**config.mk**
```make
export PLATFORM = sky130hd
export DESIGN_NAME = pipe_hazard_ctrl
export DESIGN_NICKNAME = d
export VERILOG_FILES = /design/src/rtl/pipe_hazard_ctrl.sv
export SDC_FILE = /design/constraint.sdc
export NUM_CORES = 1
export LEC_CHECK = 0
export CORE_MARGIN = 2
export CORE_UTILIZATION = 45
export CTS_CLUSTER_SIZE = 40
export DETAILED_ROUTE_END_ITERATION = 8
export GPL_TIMING_DRIVEN = 0
export PLACE_DENSITY_LB_ADDON = 0.15
export RECOVER_POWER = 50
export SYNTH_ARGS = -nofsm -noshare
export SYNTH_HDL_FRONTEND = slang
export SYNTH_SLANG_ARGS = --single-unit
```
**constraint.sdc**
```tcl
create_clock -name clk -period 4.65 [get_ports clk]
set_clock_uncertainty 0.15 [all_clocks]
set_input_delay 0.465 -clock clk [delete_from_list [all_inputs] [get_ports clk]]
set_output_delay 0.465 -clock clk [all_outputs]
set_load 0.02 [all_outputs]
```
**src/rtl/pipe_hazard_ctrl.sv**
```systemverilog
// Pipeline hazard/sequencing controller: bubble/flush pairs for IF..WB
// segment registers, post-reset flush, miss-stall FSM, perf counters.
//
// Ports:
//   clk, rst             clock, async active-high reset
//   ICacheMiss,DCacheMiss pending cache misses
//   BranchE,JalrE,JalD    control transfers (EX / ID)
//   MemToRegE,RegWriteE,RdE,Rs1D,Rs2D,Rs1UsedD,Rs2UsedD  load-use inputs
//   cnt_clr              synchronous clear of perf counters
//   bubbleX/flushX       hold/clear per segment register (F,D,E,M,W)
//   stall_cycles, miss_events, redirect_events, load_use_events
module pipe_hazard_ctrl #(
  parameter int RST_FLUSH_CYCLES = 2,
  parameter int CNT_W            = 32
) (
  input  logic             clk,
  input  logic             rst,
  input  logic             ICacheMiss,
  input  logic             DCacheMiss,
  input  logic             BranchE,
  input  logic             JalrE,
  input  logic             JalD,
  input  logic             MemToRegE,
  input  logic             RegWriteE,
  input  logic [4:0]       RdE,
  input  logic [4:0]       Rs1D,
  input  logic [4:0]       Rs2D,
  input  logic             Rs1UsedD,
  input  logic             Rs2UsedD,
  input  logic             cnt_clr,
  output logic             bubbleF,
  output logic             flushF,
  output logic             bubbleD,
  output logic             flushD,
  output logic             bubbleE,
  output logic             flushE,
  output logic             bubbleM,
  output logic             flushM,
  output logic             bubbleW,
  output logic             flushW,
  output logic [CNT_W-1:0] stall_cycles,
  output logic [CNT_W-1:0] miss_events,
  output logic [CNT_W-1:0] redirect_events,
  output logic [CNT_W-1:0] load_use_events
);

  typedef enum logic [1:0] {
    S_INIT = 2'd0,
    S_RUN  = 2'd1,
    S_MISS = 2'd2
  } state_t;

  localparam logic [3:0] INIT_LOAD = 4'(RST_FLUSH_CYCLES);

  state_t     state_q, state_d;
  logic [3:0] init_cnt_q, init_cnt_d;

  logic miss, redir, load_use, active;
  logic sel_miss, sel_redir, sel_lu, sel_jal;

  assign miss   = ICacheMiss | DCacheMiss;
  assign redir  = BranchE | JalrE;
  assign active = (state_q != S_INIT);

  assign load_use = MemToRegE & RegWriteE & (RdE != 5'd0) &
                    ((Rs1UsedD & (Rs1D == RdE)) |
                     (Rs2UsedD & (Rs2D == RdE)));

  // First-match-wins priority flattened to one-hot selects. In MISS the
  // miss select covers the held cycles; the exit cycle falls through to
  // the RUN rules because miss is low there.
  assign sel_miss  = active & miss;
  assign sel_redir = active & ~miss & redir;
  assign sel_lu    = active & ~miss & ~redir & load_use;
  assign sel_jal   = active & ~miss & ~redir & ~load_use & JalD;

  // State register
  always_ff @(posedge clk or posedge rst) begin
    if (rst) begin
      state_q    <= S_INIT;
      init_cnt_q <= INIT_LOAD;
    end else begin
      state_q    <= state_d;
      init_cnt_q <= init_cnt_d;
    end
  end

  // Next state
  always_comb begin
    state_d    = state_q;
    init_cnt_d = init_cnt_q;
    unique case (state_q)
      S_INIT: begin
        init_cnt_d = init_cnt_q - 4'd1;
        if (init_cnt_q <= 4'd1) state_d = S_RUN;
      end
      S_RUN, S_MISS: state_d = miss ? S_MISS : S_RUN;
      default:       state_d = S_INIT;
    endcase
  end

  // Outputs
  always_comb begin
    bubbleF = 1'b0;
    flushF  = 1'b0;
    bubbleD = 1'b0;
    flushD  = 1'b0;
    bubbleE = 1'b0;
    flushE  = 1'b0;
    bubbleM = 1'b0;
    flushM  = 1'b0;
    bubbleW = 1'b0;
    flushW  = 1'b0;
    unique case (1'b1)
      ~active: begin
        bubbleF = 1'b1;
        flushD  = 1'b1;
        flushE  = 1'b1;
        flushM  = 1'b1;
        flushW  = 1'b1;
      end
      sel_miss: begin
        bubbleF = 1'b1;
        bubbleD = 1'b1;
        bubbleE = 1'b1;
        bubbleM = 1'b1;
        bubbleW = 1'b1;
      end
      sel_redir: begin
        flushD = 1'b1;
        flushE = 1'b1;
      end
      sel_lu: begin
        bubbleF = 1'b1;
        bubbleD = 1'b1;
        flushE  = 1'b1;
      end
      sel_jal: flushD = 1'b1;
      default: ;
    endcase
  end

  // Performance counters
  logic [CNT_W-1:0] stall_q, stall_d;
  logic [CNT_W-1:0] mev_q, mev_d;
  logic [CNT_W-1:0] red_q, red_d;
  logic [CNT_W-1:0] lu_q, lu_d;

  function automatic logic [CNT_W-1:0] bump(
    input logic [CNT_W-1:0] v,
    input logic             inc
  );
    if (inc && (v != {CNT_W{1'b1}})) return v + 1'b1;
    return v;
  endfunction

  always_comb begin
    stall_d = bump(stall_q, active & bubbleF);
    mev_d   = bump(mev_q, (state_q == S_RUN) & miss);
    red_d   = bump(red_q, sel_redir | sel_jal);
    lu_d    = bump(lu_q, sel_lu);
    if (cnt_clr) begin
      stall_d = '0;
      mev_d   = '0;
      red_d   = '0;
      lu_d    = '0;
    end
  end

  always_ff @(posedge clk or posedge rst) begin
    if (rst) begin
      stall_q <= '0;
      mev_q   <= '0;
      red_q   <= '0;
      lu_q    <= '0;
    end else begin
      stall_q <= stall_d;
      mev_q   <= mev_d;
      red_q   <= red_d;
      lu_q    <= lu_d;
    end
  end

  assign stall_cycles    = stall_q;
  assign miss_events     = mev_q;
  assign redirect_events = red_q;
  assign load_use_events = lu_q;

endmodule

```
==> out/qor.yml, run 1 <==
power:
  vdd_drop_max_v: 0.000282
  power.density_nw_per_um2: 336
  p_leak_nw: 4.18
drt:
  drtPass1Iterations: 5
  viasPerCell: 5.46
  vias: 6686
  wl_per_cell_microns: 16.2
  drc: 0
  drtIter0Drc: 409
  ant_nets: 0
  routed_wl_microns: 19800
run:
  maxCapViolCount: 1
synth:
  ys.flop_type: "dfrtp_1"
  avgSynthCellArea_sq_um: 9.12
  ys_seq_area_share_pct: 45.2
  synth_cell_types: 52
  async_flop_share_pct: 100
  yosysWarnings: 0
  synth-edff-count: 0
  synth_area_sq_um: 7420
  netlist_instances: 814
  synth-seq-cells: 134
  synth.net_count: 850
timing:
  maxSlewHeadroom_pct: -37.2
  worst_pin_slew_ps: 2050
  rsz0062_at_grt: "no"
  slew_violations: 44
  final_hold_viol_count: 0
  finalSetupViolCount: 0
  min_period_over_period_pct: 87.3
  fmax_ghz: 0.246
  period_needed_ps: 4060
  fin_ws_ps: 590
worst_setup_path:
  path_cells: "clkdlybuf4s50_1, nor3_1, nand2_1, and4_1, clkbuf_1, a21o_1, buf_2, clkbuf_1, o31ai_1, clkdlybuf4s50_1"
  cp-start-kind: "input port"
  worst_path_largest_cell_delay_ps: 680
  crit_arrival_ps: 3450
  reg2reg_from: "redirect_events[12]"
  cp_top_family: "buffers and inverters"
  r2r_slack_ps: 1780
  worstPathMaxFanout: 10
  timing.critical_path.buf_inv: 5
  slowest_stage: "clkdlybuf4s50_1"
  cp-end-kind: "primary output"
  timing.rr.end: "redirect_events[30]"
  crit_required_ps: 4030
  crit_type: "input port to primary output"
  rr_worst_depth: 7
global_route:
  grtUsageTotal_pct: 23.0
  grt_max_degree: 92
  use_met3_pct: 4.98
  overflow: 0
  grt_pass1_vias: 6398
  top_usage_layer: "met2"
  antenna_found_initial: 0
  grt_pass1_wl_microns: 32700
  gr-usage-met2_pct: 36.7
  grt_use_met1_pct: 31.4
finish:
  fillCellCount: 1406
  nNetsFinal: 1032
  multi_input_area_sq_um: 3830
  n_antenna_cell: 0
  final_core_util_pct: 62.6
  regArea_sq_um: 3350
  drive_gt1_share_pct: 6.74
  syn_to_final_growth_pct: 35.0
placed_design:
  io_buffers: 162
  place.gp.congestion: 0.845
  dpl.hpwl_microns: 14000
  dp_slack_ps: 596
clock_tree:
  postCtsSetupRepairBufs: 0
  cts.clk_slew.worst_paths_ps: 50
  cts_root_buf: "clkbuf_16"
  cts_buffers: 17
  hold_buffers: 0
  cts_buffer_depth: 2
  h-tree-depth: 4
  clock_sinks: 134
  clk_latency_ps: 420
  cts_resized: 0
  cts_tree: "done"
floorplanning:
  dieWidth_microns: 132
  start_util_pct: 46.4
  rows: 46
  ios: 165
  die_h_microns: 132
  die_area_sq_um: 17500
  core-area_sq_um: 16000
status:
  outcome: "finished, violations left"
  failed_checks: "capacitance limit, slew limit"
min_path:
  hold_class: "flip-flop to flip-flop"
  min_delay_worst_endpoint: "init_cnt_q[3]"
  hp-start: "init_cnt_q[3]"
  whs_path_depth: 1
-- worst max-delay path by stage --
stage,from,to,slack [ps],depth (start not counted)
after floorplan,rst,init_cnt_q[0],450,1
after CTS,RdE[0],flushD,600,10
final,RdE[0],flushD,590,10
after global placement,rst,miss_events[15],-1640,2
after detailed placement,RdE[0],flushD,600,10
after global routing,RdE[0],flushD,470,10
-- state kept, by name (all words and copies together), names as in the netlist --
name	flops
load_use_events	32
miss_events	32
redirect_events	32
stall_cycles	32
init_cnt_q	4
state_q	2
-- through the flow --
step	instances	power (mW)	hold slack (ps)	area (sq um)	TNS, ps
after floorplan	814	1.62	294	7420	0
after global routing	1225	3.51	345	10000	0
after CTS	1225	3.40	302	10000	0
after global placement	1192	1.84	309	9310	-216800
after detailed placement	1193	1.85	339	9350	0
final	1225	3.37	343	10000	0
-- placed cells by master, fill, tap and decap left out, types with 4 or more instances in the layout --
cell type and n:
nor4_1 7, clkbuf_1 26, clkbuf_16 17, nand3_1 50, bufinv_16 6, and2_1 10
clkdlybuf4s50_1 98, xor2_1 47, or3_1 23, and3_1 30, ha_1 9, buf_4 4
and4_1 22, nor2_1 118, o31ai_1 4, nor3_1 34, dlygate4sd3_1 64, inv_1 14
xnor2_1 58, dfrtp_1 133, nand4_1 52, a21oi_1 31, nor2b_1 7, or4_1 5
buf_2 8, o21ai_0 27, nand2_1 54
-- per-layer routing --
layer / up-vias / part of all wire (%)
li1: 3237 / -
met1: 3228 / 46
met2: 200 / 47
met3: 21 / 5.8
met4: 0 / 1.5
met5: - / 0
-- report_power, final --
group | internal, mW | total [mW] | switching (mW)
logic | 0.226 | 0.570 | 0.345
registers | 1.21 | 1.25 | 0.0406
clock network | 1.03 | 1.55 | 0.514
total | 2.47 | 3.37 | 0.899
-- synth_stat cells (3+ instances only) --
library cell,count,area [sq um]
dfrtp_1,133,3330
nor2_1,118,443
xnor2_1,58,508
nand2_1,54,203
nand4_1,52,325
nand3_1,50,250
xor2_1,47,412
nor3_1,34,170
a21oi_1,31,155
and3_1,30,188
o21ai_0,27,135
clkbuf_1,26,97.6
or3_1,23,144
and4_1,22,193
inv_1,15,56.3
and2_1,10,62.6
ha_1,9,113
buf_2,8,40.0
nor2b_1,7,43.8
nor4_1,7,43.8
or4_1,5,37.5
buf_4,4,30.0
o31ai_1,4,30.0
mux2_2,3,33.8
nor4_2,3,37.5
-- cell families after synthesis --
group | after synthesis | synth area share (%)
AOI/OAI and AO/OA | 75 | 6.15
adders and majority gates | 9 | 1.52
buffers and inverters | 55 | 3.12
DFF | 134 | 45.2
other | 1 | 0.0505
muxes | 3 | 0.455
xor gates and xnor gates | 105 | 12.4
and+or+nand+nor | 432 | 31.1
-- cell type report --
class	count	area share (%)
clock inverters	13	2.26
multi-input cells	625	38.3
inverters	16	0.612
well taps	216	2.70
plain buffers	39	1.71
repair buffers	163	16.5
clock buffers	19	4.52
flip-flops and latches	134	33.5
Note: power is estimated with default switching activity, not from simulation.
==> inputs of run 2 (changes only) <==
GPL_TIMING_DRIVEN = not set   (was 0)
==> run 2 against run 1 <==
  * The run still ends with capacitance limit, slew limit left
  * Register-to-register slack worse by 180 ps
  * Setup slack improved by 530 ps
  * Sequential share of layout area is 0.50 points higher
  * Hold slack worse by 1.4 ps
  * Critical path depth is 2 lower
  * First-iteration DRC count shrank 17%
  * Core utilization decreased by 0.92 points
  * Power shrank 0.86%
  * Largest cell class unchanged
  * Largest power group unchanged
==> out/qor.yml, run 2 (synthesis gave the netlist of run 1 again) <==
worst_setup_path:
  crit_arrival_ps: 2920  # -530 ps
  rr_worst_depth: 7  # unchanged
  crit_type: "input port to primary output"
  cp-start-kind: "input port"
  cp.depth: 8  # -2
  timing.critical_path.buf_inv: 3  # -2
  worstPathMaxFanout: 27  # +17
  reg2reg_from: "state_q[0]"
  cp_top_family: "buffers and inverters"
  crit_start: "RdE[0]"
  r2r_slack_ps: 1600  # -180 ps
  path_cells: "clkdlybuf4s50_1, nor3_1, nand2_1, and4_1, a21o_1, buf_4, o31ai_1, clkdlybuf4s50_1"
  endpoint: "flushD"
  timing.rr.end: "load_use_events[24]"
  slowest_stage: "clkdlybuf4s50_1"
  cp-end-kind: "primary output"
  crit_required_ps: 4030  # about the same
  cp_common_cell: "clkdlybuf4s50_1"
  worst_path_largest_cell_delay_ps: 700  # +20 ps
power:
  p_sw_uw: 881  # -2.0%
  swShare_pct: 26.4  # -0.31 points
  vdd_drop_max_v: 0.000295  # +4.6%
  p_comb_share_pct: 15.8  # -1.1 points
  intPower_mw: 2.46  # -0.45%
  power.density_nw_per_um2: 338  # +0.62%
  seq_power_share_pct: 37.6  # +0.4 points
  p_leak_nw: 4.11  # -1.6%
  p_clk_share_pct: 46.6  # +0.7 points
timing:
  holdWs_ps: 342  # -1.40 ps
  fmax_ghz: 0.283  # +15%
  finalSetupViolCount: 0  # unchanged
  slew_violations: 28  # -36%
  min_period_over_period_pct: 76.0  # -11 points
  maxSlewHeadroom_pct: -0.337  # +37 points
  period_needed_ps: 3530  # -527 ps
  worst_pin_slew_ps: 1510  # -542 ps
  rsz0062_at_grt: "no"
  fin_tns_setup_ps: 0  # unchanged
  final_hold_viol_count: 0  # unchanged
finish:
  nNetsFinal: 998  # -3.3%
  syn_to_final_growth_pct: 33.0
  final_common_cell: "dfrtp_1"
  n_antenna_cell: 0  # unchanged
  drive_gt1_share_pct: 6.05  # -0.69 points
  final_core_util_pct: 61.7  # -0.92 points
  stdcell_count: 1191  # -2.8%
  final_area_sq_um: 9870  # -1.5%
  final_cell_mix: "dfrtp_1, nor2_1, clkdlybuf4s50_1, dlygate4sd3_1, xnor2_1"
global_route:
  overflow: 0  # unchanged
  antenna_found_initial: 0  # unchanged
  grtUsageTotal_pct: 21.8  # -1.1 points
  grt_max_degree: 101  # +9.8%
  grt_pass1_vias: 6146  # -3.9%
  grt_pass1_wl_microns: 31400  # -4.0%
drt:
  ant_nets: 0  # unchanged
  drc: 0  # unchanged
  drtIter0Drc: 339  # -17%
  wl_per_cell_microns: 15.7  # -2.8%
  vias: 6521  # -2.5%
  drtPass1Iterations: 4  # -1
  routed_wl_microns: 18700  # -5.5%
  viasPerCell: 5.48  # +0.32%
floorplanning:
  die_area_sq_um: 17500  # unchanged
  dieWidth_microns: 132  # unchanged
  die_h_microns: 132  # unchanged
  core-area_sq_um: 16000  # unchanged
  rows: 46  # unchanged
  ios: 165  # unchanged
  start_util_pct: 46.4  # unchanged
clock_tree:
  cts.clk_slew.worst_paths_ps: 60  # about the same
  clock_sinks: 134  # unchanged
  cts_buffer_depth: 2  # unchanged
  hold_buffers: 0  # unchanged
  cts_resized: 0  # unchanged
  cts_buffers: 17  # unchanged
  postCtsSetupRepairBufs: 0  # unchanged
  h-tree-depth: 4  # unchanged
  cts_tree: "done"
  cts_root_buf: "clkbuf_16"
  clk_latency_ps: 420  # about the same
min_path:
  hold_class: "flip-flop to flip-flop"
  whs_path_depth: 1  # unchanged
placed_design:
  io_buffers: 163  # +0.62%
  place.gp.congestion: 0.793  # -6.1%
  dpl.hpwl_microns: 12900  # -7.7%
  place_inst: 1159  # -2.8%
  placed_area_sq_um: 9190  # -1.6%
status:
  failed_checks: "capacitance limit, slew limit"
  outcome: "finished, violations left"
run:
  maxCapViolCount: 1  # unchanged
[run 2: cell type report]
cell class,instances,area [sq um]
timing repair buffer,168,1660
clock buffer,20,467
clock inverter,12,223
fill,1439,6130
multi-input combinational,625,3830
tap,216,270
sequential,134,3350
inverter,16,65.1
[run 2: metrics by stage]
stage | setup WS (ps) | power [mW]
after floorplan | 454 | 1.62
after global placement | 1180 | 1.80
after detailed placement | 1150 | 1.80
after CTS | 1150 | 3.37
after global routing | 998 | 3.47
final | 1120 | 3.34
[run 2: worst min path at each step]
stage / startpoint / endpoint / slack [ps]
after detailed placement: init_cnt_q[3] / init_cnt_q[3] / 330
after global routing: init_cnt_q[3] / init_cnt_q[3] / 350
final: init_cnt_q[3] / init_cnt_q[3] / 340
after CTS: init_cnt_q[3] / init_cnt_q[3] / 340
after global placement: init_cnt_q[3] / init_cnt_q[3] / 310
after floorplan: init_cnt_q[3] / init_cnt_q[3] / 290
[run 2: per-layer routing]
layer  track usage (%)  vias up  share of wire, %
li1                  -     3170                 -
met1              30.6     3179                47
met2              34.9      153                47
met3              4.06       19               4.7
met4              6.03        0               1.1
met5                 0        -                 0
[run 2: power groups by stage]
stage                     sequential (mW)  clock [mW]  combinational, mW
after global placement               1.27           0              0.523
after CTS                            1.25        1.58              0.533
after global routing                 1.26        1.64              0.577
after floorplan                      1.28           0              0.341
final                                1.25        1.56              0.527
after detailed placement             1.27           0              0.530
==> inputs of run 3 (changes only) <==
clock period = 2.95 ns   (was 4.65 ns; I/O delays follow)
==> run 3 against run 2 <==
  * The run now ends clean
  * Setup slack got worse by 1000 ps
  * Register-to-register slack got worse by 1300 ps
  * Global-route usage rose by 0.99 points
  * Clock-buffer cell count rose by 2
  * Cell count rose by 1.7%
  * Critical path type unchanged
  * Largest cell class unchanged
  * Highest routed layer unchanged
==> out/qor.yml, run 3 (synthesis gave the netlist of run 1 again) <==
worst_setup_path:
  r2r_slack_ps: 330  # -1270 ps
  crit_arrival_ps: 2420  # -500 ps
  cp-end-kind: "primary output"
  worst_path_largest_cell_delay_ps: 610  # -90 ps
  timing.rr.end: "stall_cycles[17]"
  worstPathMaxFanout: 5  # -81%
  cp_common_cell: "nand2_1"
  timing.critical_path.buf_inv: 2  # -1
  slowest_stage: "clkdlybuf4s50_1"
  rr_worst_depth: 7  # unchanged
  cp_top_family: "buffers and inverters"
  cp-start-kind: "input port"
  crit_required_ps: 2510  # -1520 ps
  path_cells: "clkdlybuf4s50_1, xnor2_1, nand4_1, o22ai_4, nand4_1, nand2_1, nand2_1, nand2_1, clkdlybuf4s50_1"
  crit_type: "input port to primary output"
  reg2reg_from: "stall_cycles[9]"
floorplanning:
  die_area_sq_um: 17500  # unchanged
  die_h_microns: 132  # unchanged
  start_util_pct: 46.4  # unchanged
  dieWidth_microns: 132  # unchanged
  rows: 46  # unchanged
  ios: 165  # unchanged
  core-area_sq_um: 16000  # unchanged
timing:
  finalSetupViolCount: 0  # unchanged
  period_needed_ps: 2860
  slew_violations: 0  # -100%
  fin_tns_setup_ps: 0  # unchanged
  maxSlewHeadroom_pct: 20.2  # +21 points
  final_hold_viol_count: 0  # unchanged
  min_period_over_period_pct: 97.0
  fmax_ghz: 0.350
  worst_pin_slew_ps: 1200  # -308 ps
placed_design:
  place.gp.congestion: 0.782  # -1.3%
  placed_area_sq_um: 9350  # +1.7%
  io_buffers: 163  # unchanged
  dpl.hpwl_microns: 13300  # +3.0%
  place_inst: 1178  # +1.6%
power:
  seq_power_share_pct: 40.4  # +2.8 points
  p_comb_share_pct: 18.0  # +2.2 points
  swShare_pct: 28.2  # +1.8 points
  intPower_mw: 3.51  # +43%
  p_leak_nw: 4.17  # +1.5%
  vdd_drop_max_v: 0.000427  # +45%
  power.density_nw_per_um2: 494  # +46%
  p_sw_mw: 1.38  # +56%
  p_clk_share_pct: 41.6  # -5.0 points
status:
  outcome: "complete, no violations"
finish:
  syn_to_final_growth_pct: 33.5
  fillCellCount: 1428  # -0.76%
  n_antenna_cell: 0  # unchanged
  stdcell_count: 1211  # +1.7%
  final_common_cell: "dfrtp_1"
  nNetsFinal: 1018  # +2.0%
  final_area_sq_um: 9910  # +0.34%
  final_cell_mix: "dfrtp_1, nor2_1, clkdlybuf4s50_1, dlygate4sd3_1, xnor2_1"
  drive_gt1_share_pct: 7.74  # +1.7 points
drt:
  drc: 0  # unchanged
  ant_nets: 0  # unchanged
  vias: 6620  # +1.5%
  viasPerCell: 5.47  # -0.16%
  drtPass1Iterations: 4  # unchanged
  wl_per_cell_microns: 16.1  # +2.6%
  drtIter0Drc: 439  # +29%
  routed_wl_microns: 19500  # +4.3%
global_route:
  grt_pass1_wl_microns: 32900  # +4.9%
  antenna_found_initial: 0  # unchanged
  grtUsageTotal_pct: 22.8  # +0.99 points
  grt_max_degree: 94  # -6.9%
  overflow: 0  # unchanged
  grt_pass1_vias: 6455  # +5.0%
clock_tree:
  cts_buffers: 17  # unchanged
  cts.clk_slew.worst_paths_ps: 60  # about the same
  clk_latency_ps: 420  # about the same
  cts_tree: "done"
  clock_sinks: 134  # unchanged
  cts_root_buf: "clkbuf_16"
  hold_buffers: 0  # unchanged
  cts_buffer_depth: 2  # unchanged
  h-tree-depth: 4  # unchanged
min_path:
  hold_class: "input port to async pin"
run:
  maxCapViolCount: 0  # -1
## run 3: power groups by stage
stage | clock, mW | sequential (mW) | combinational, mW
2_1_floorplan | 0 | 2.02 | 0.539
3_3_place_gp | 0 | 2.01 | 0.867
3_5_place_dp | 0 | 2.01 | 0.887
4_1_cts | 2.07 | 1.98 | 0.894
5_1_grt | 2.16 | 1.99 | 0.965
6_report | 2.03 | 1.98 | 0.880
## run 3: area by class of cell
type                    instances  area, sq um  share of cell area (%)
clock buffers                  22          454                    4.58
clock inverters                10          105                    1.06
well taps                     216          270                    2.73
inverters                      16         61.3                   0.619
flip-flops and latches        134         3350                    33.9
multi-input cells             625         3840                    38.8
repair buffers                188         1820                    18.4
## run 3: how the worst max path moves through the flow
stage               startpoint  cells past startpoint                   to  slack, ps
detailed placement      RdE[1]                      8     stall_cycles[28]        -20
CTS                     RdE[1]                      9               flushE         50
floorplan           state_q[0]                      9  redirect_events[25]        370
finish                  RdE[1]                      9               flushE         90
global route            RdE[2]                      9               flushE         -3
global placement        RdE[1]                      9               flushE         30
## run 3: through the flow
step                      hold slack (ps)  setup WS (ps)  total power [mW]  utilization [%]
after floorplan                       294            367              2.56                -
after global placement                314           30.9              2.87             58.4
after detailed placement              313          -19.2              2.89             58.4
after CTS                            83.7           51.9              4.94             61.9
after global routing                  332          -2.87              5.11             61.9
final                                 285           89.2              4.89             61.9
## run 3: repair_timing
item	CTS	global route
resized for setup	1	2
pin swaps	0	1
setup endpoints to repair	1	3
setup buffers	0	1
## run 3: layer usage
metal | wire, microns | GRT usage [%] | vias to the layer above
met5 | 0 | 0 | -
met4 | 265 | 6.51 | 0
met3 | 898 | 4.94 | 20
met2 | 9140 | 36.1 | 181
met1 | 9220 | 31.7 | 3190
li1 | - | - | 3229
